**src/rtl/quantize_pkg.sv**
```systemverilog
// Shared widths, saturation value and select-priority decode for the 6-to-4 bit CIM column quantizer.
package quantize_pkg;

  localparam int IN_W  = 6;
  localparam int OUT_W = 4;
  localparam logic [OUT_W-1:0] SAT_VAL = 4'hF;

  // 4to3, 2 and 1 matrices share one mapping, so they collapse into SEL_PASS.
  typedef enum logic [1:0] {
    SEL_NONE = 2'd0,
    SEL_DIV4 = 2'd1,
    SEL_DIV2 = 2'd2,
    SEL_PASS = 2'd3
  } sel_t;

  // Fixed priority: 16to9 > 8to5 > 4to3 > 2 > 1.
  function automatic sel_t decode_sel(
    input logic m16to9,
    input logic m8to5,
    input logic m4to3,
    input logic m2,
    input logic m1
  );
    if (m16to9)                 return SEL_DIV4;
    else if (m8to5)             return SEL_DIV2;
    else if (m4to3 || m2 || m1) return SEL_PASS;
    else                        return SEL_NONE;
  endfunction

endpackage

```
**src/rtl/quantize_6to4_comb.sv**
```systemverilog
// Purpose: combinational 6-bit partial sum to 4-bit quantized value, scaled by active matrix count.
// Latency: 0 cycles (pure combinational).
// Backpressure: none; no handshake.
module quantize_6to4_comb
  import quantize_pkg::*;
(
  input  logic [IN_W-1:0]  b6_input,
  input  logic             col_en,
  input  logic             matrix_16to9,
  input  logic             matrix_8to5,
  input  logic             matrix_4to3,
  input  logic             matrix_2,
  input  logic             matrix_1,
  output logic [OUT_W-1:0] q
);

  sel_t sel;

  always_comb begin
    sel = decode_sel(matrix_16to9, matrix_8to5, matrix_4to3, matrix_2, matrix_1);
    q   = '0;
    if (col_en) begin
      unique case (sel)
        SEL_DIV4: q = b6_input[5:2];
        SEL_DIV2: q = b6_input[5] ? SAT_VAL : b6_input[4:1];
        SEL_PASS: q = (b6_input[5:4] != 2'b00) ? SAT_VAL : b6_input[3:0];
        default:  q = '0;
      endcase
    end
  end

endmodule

```
**src/rtl/quantize_6to4_block.sv**
```systemverilog
// Purpose: registered 6-to-4 bit column quantizer (combinational map + output flop).
// Latency: 1 cycle from inputs to b4_output; synchronous active-high reset clears it.
// Backpressure: none; a new value is accepted every cycle.
module quantize_6to4_block
  import quantize_pkg::*;
(
  input  logic             clk,
  input  logic             rst,
  input  logic [IN_W-1:0]  b6_input,
  input  logic             col_en,
  input  logic             matrix_16to9,
  input  logic             matrix_8to5,
  input  logic             matrix_4to3,
  input  logic             matrix_2,
  input  logic             matrix_1,
  output logic [OUT_W-1:0] b4_output
);

  logic [OUT_W-1:0] q;

  quantize_6to4_comb u_comb (
    .b6_input     (b6_input),
    .col_en       (col_en),
    .matrix_16to9 (matrix_16to9),
    .matrix_8to5  (matrix_8to5),
    .matrix_4to3  (matrix_4to3),
    .matrix_2     (matrix_2),
    .matrix_1     (matrix_1),
    .q            (q)
  );

  always_ff @(posedge clk) begin
    if (rst) b4_output <= '0;
    else     b4_output <= q;
  end

endmodule

```
**config.mk**
```make
export PLATFORM = sky130hd
export DESIGN_NAME = quantize_6to4_block
export DESIGN_NICKNAME = d
export VERILOG_FILES = /design/src/rtl/quantize_pkg.sv /design/src/rtl/quantize_6to4_comb.sv /design/src/rtl/quantize_6to4_block.sv
export SDC_FILE = /design/constraint.sdc
export NUM_CORES = 1
export LEC_CHECK = 0
export ABC_AREA = 1
export BUFFER_PORTS_ARGS = -buffer_cell sky130_fd_sc_hd__buf_2
export CORE_AREA = 3 3 40 42
export CTS_BUF_LIST = sky130_fd_sc_hd__clkbuf_2
export CTS_CLUSTER_SIZE = 8
export DETAILED_ROUTE_END_ITERATION = 8
export DIE_AREA = 0 0 43 45
export GPL_ROUTABILITY_DRIVEN = 0
export PLACE_DENSITY = 0.56
export SYNTH_ARGS = -nofsm -noshare
export SYNTH_HDL_FRONTEND = slang
export SYNTH_SLANG_ARGS = --single-unit
```
**constraint.sdc**
```tcl
create_clock -name clk -period 0.95 [get_ports clk]
set_clock_uncertainty 0.15 [all_clocks]
set_input_delay 0.0475 -clock clk [delete_from_list [all_inputs] [get_ports clk]]
set_output_delay 0.0475 -clock clk [all_outputs]
set_load 0.01 [all_outputs]
```
Word level (Yosys, flattened, before mapping)
Index checks and enable logic that the tools add are counted.
{ "word_totals": {"output_inout_bits": 4, "mem_bits_ro": 0, "register_bits": 4, "n_memories": 0, "word_cells": 15, "latchBits": 0, "ram_bits": 0} }
{ "classes": {"n_mux": 6, "mul": 0, "shifts": 0, "n_bitwise": 1, "addsub": 0, "reduce_logical": 4, "n_eq_ne": 3, "order_cmp": 0, "n_div": 0} }
{ "ops": {"columns": ["cell", "n"], "rows": [
  ["case mux 4 bit (3 select lines)", 1],
  ["2-to-1 mux 4 bit", 2],
  ["2-to-1 mux 2 bit", 3],
  ["== test 2 bit, second input constant", 2],
  ["== test 2 x 1 -> 1 bit, second input constant", 1],
  ["logical OR 1 bit", 2],
  ["nonzero test 2 bit", 1],
  ["OR reduction 2 bit", 1],
  ["NOT 1 bit", 1]
]} }

Longest topological paths before layout
{ "logic_depth": {"ltp_word": 7, "depth_mapped": 7, "ltp_nobuf": 7} }

By module
From an unflattened synthesis, not the netlist that was laid out.
{ "unflattened": {"hier_cells": 59, "hier_area_um2": 309.0} }
{ "modules_own_cells": {"columns": ["module", "area_each_um2", "instances", "cells_each"], "rows": [
  ["quantize_6to4_comb", 198.9, 1, 47],
  ["quantize_6to4_block", 110.1, 1, 12]
]} }

Worst setup path after synthesis
No wires, ideal clock.
{ "synth_timing": {"path_kind": "in2reg", "startpoint": "input matrix_2", "endpoint": "register b4_output[3]", "required_ps": 688, "setup_slack_ps": 251, "cell_stages": 6, "n_path_buf": 0, "arrival_ps": 438, "path_cell_list": "nor2_1 nand2_1 nand2_1 nand2_1 inv_1 nor2_2"} }
{ "synth_via": {"elab_chain_len": 7, "elab_cells_between_ends": 9, "classes_between": "eq/ne: 3; mux: 4; reduce/logical: 2"} }
{ "synth_lines": {"columns": ["element", "line_no", "rtl"], "rows": [
  ["start, declared", "quantize_6to4_block.sv:14", "input logic matrix_2,"],
  ["logical OR 1 bit * (2 in a row)", "quantize_pkg.sv:26", "else if (m4to3 || m2 || m1) return SEL_PASS;"],
  ["2-to-1 mux 2 bit *", "quantize_pkg.sv:26", null],
  ["2-to-1 mux 2 bit *", "quantize_pkg.sv:25", "else if (m8to5) return SEL_DIV2;"],
  ["2-to-1 mux 2 bit *", "quantize_pkg.sv:24", "if (m16to9) return SEL_DIV4;"],
  ["== test 2 bit / == test 2 x 1 -> 1 bit (equally long branches)", "quantize_6to4_comb.sv:23", "unique case (sel)"],
  ["case mux 4 bit (3 select lines) *", "quantize_6to4_comb.sv:23", null],
  ["end signal, assigned", "quantize_6to4_block.sv:34", "else b4_output <= q;"],
  ["end, declared", "quantize_6to4_block.sv:16", "output logic [OUT_W-1:0] b4_output"]
]} }
Mark *: on every way between the ends. The rest lies on a longest branch, timed or not.
A chain may end at the register's enable or synchronous reset.

Worst setup path after layout
{ "layout_timing": {"startpoint": "register b4_output[1]", "endpoint": "output b4_output[1]"} }
No word-level cell between the ends.

==> run metrics <==
CTS Buf Count 3; Detail Route Antenna Nets 0; CP Class reg -> out; highest metal used met3; Setup WS post-layout 0.139 ns; DIE WIDTH 43 µm; top flop regs b4_output (4); Hold Fails Final Rpt 4; Net Switching 0.129 mW; Final Cell Area 403 µm²; Worst Setup SP b4_output[1]$_SDFF_PP0_; slowest CP cell dfxtp_1; Yosys cell types 9; die height 45 µm; GRT Resource Usage Total 0.0742; CP delay by family, top flip-flops; outcome finished with violations; placed cell areas 388 µm²; total number of vias 346; setup TNS 0 ns; DR vias/cell 3.93; WP buf/inv 1; CTS H-tree depth 1; starting density of the core 0.221; WP data arrival 0.61 ns; peak fanout along the critical path 1; flop and latch count out of synthesis 4; number of flip-flops under the largest register name 4; synthesized area 284 µm²; min-delay worst type in -> reg; post-CTS sizing 0; dpl ws 0.0698 ns; DR WL/cell 7.23 µm; MaxCap Viol Count 0; Port Buffers 17; Final nets 89; Slew Viols, Final 0; Clk network pwr share 0.335; actual slew at the worst max-slew pin 0.185 ns; Routed WL 636 µm; Int Pwr 0.312 mW; critical-path cell list buf_2; first-pass GRT wire length 1.09 mm; CTS clk-pin slew, worst paths 0.04 ns; setup bufs post-CTS 0; post-synthesis sequential area ratio 0.282; Post-Synthesis Cells 53; CP peak stage delay 0.29 ns; clock sinks 4; io pins 18; Die Footprint 1940 µm²; failing checks hold timing; CTS tree built; core area 1280 µm²; Mapped Nets 67; vias in the first global route 305; slew margin rel. 0.877; RSZ-0062 raised after global routing false; Met3 Routed Length 45 µm; initial antenna violation count 0; CP Data Required Time 0.75 ns; largest net degree at the start of global routing 7; leak pwr 0.253 nW; Core Rows 13; Comb power frac 0.259; clk root buf clkbuf_2; final worst-path cycle share 0.854; Power Density 1090 nW/µm²; Hold Crit Depth 4; CP Launch Type flip-flop; WHS -0.0148 ns; sw frac 0.292; CP endpoint b4_output[1]; Pre-antenna DRT Iters 2; syn_area_per_cell 5.36 µm²; Layout Utilization 0.314; share of cells above drive strength 1 0.370; min Tclk post-route 0.811 ns; CP Capture Type primary output; M1 WL 287 µm; Synth warnings 0; Congestion Overflow GR 0; drt drc 0; CTS Buffer Depth 2; Met2 Routed Length 302 µm; Max Clk Rate 1.23 GHz; hpwl dp 567 µm; antenna cells 0; Crit path depth 1; Flop pwr share 0.406; Area Overhead vs Synth 41.9%; final setup fails 0; largest register by flop count b4_output; Iter 0 DRT Violations 2; Max VDD drop 203 µV
-- synthesized netlist by cell type --
master	count	area share
nand2_1	13	0.17
nor2_1	11	0.15
inv_1	10	0.13
nand3_1	5	0.088
dfxtp_1	4	0.28
a21oi_1	3	0.053
inv_2	3	0.040
nor2_2	3	0.066
nand2_2	1	0.022
-- cell families after synthesis --
family,share of synthesized area
compound gates,0.0528
flops,0.282
simple gates,0.493
buf+inv,0.172
-- per-stage QoR --
stage                     cells  total power [mW]
after floorplan              53             0.245
after global placement       85             0.297
after detailed placement     85             0.297
after CTS                    88             0.453
after global routing         88             0.472
final                        88             0.441
-- worst min-delay path by stage --
| stage | start | to | slack (ns) |
|---|---|---|---|
| floorplan | rst | b4_output[0]$_SDFF_PP0_ | 0.09 |
| detailed placement | rst | b4_output[3]$_SDFF_PP0_ | 0.20 |
| CTS | rst | b4_output[2]$_SDFF_PP0_ | -0.02 |
| global placement | rst | b4_output[3]$_SDFF_PP0_ | 0.20 |
| global route | rst | b4_output[2]$_SDFF_PP0_ | 0.006 |
| finish | rst | b4_output[2]$_SDFF_PP0_ | -0.01 |
-- power groups by stage --
stage	Combinational (mW)	Clock, mW	Sequential, mW
floorplan	0.0576	0	0.187
global placement	0.115	0	0.182
detailed placement	0.115	0	0.182
CTS	0.116	0.158	0.179
global route	0.132	0.161	0.180
finish	0.114	0.148	0.179
-- final cells by class --
cell class	count	area, µm²
Clock buffer	3	15.0
Fill cell	158	882
Inverter	13	48.8
Multi-Input combinational cell	36	155
Sequential cell	4	80.1
Tap cell	15	18.8
Timing Repair Buffer	17	85.1
-- placed cells by master, fill, tap and decap left out --
cell type | netlist | final
a21oi_1 | 3 | 3
inv_2 | 3 | 3
dfxtp_1 | 4 | 4
nand3_1 | 5 | 5
nand2_2 | 1 | 1
nor2_1 | 11 | 11
clkbuf_2 | 0 | 3
nor2_2 | 3 | 3
inv_1 | 10 | 10
buf_2 | 0 | 17
nand2_1 | 13 | 13
-- metal layers --
| layer | track usage | up-vias |
|---|---|---|
| met3 | 0.0239 | 0 |
| met1 | 0.0870 | 142 |
| met4 | 0.0361 | 0 |
| met5 | 0 | - |
| li1 | - | 195 |
| met2 | 0.123 | 9 |
Note: power is estimated with default switching activity, not from simulation.
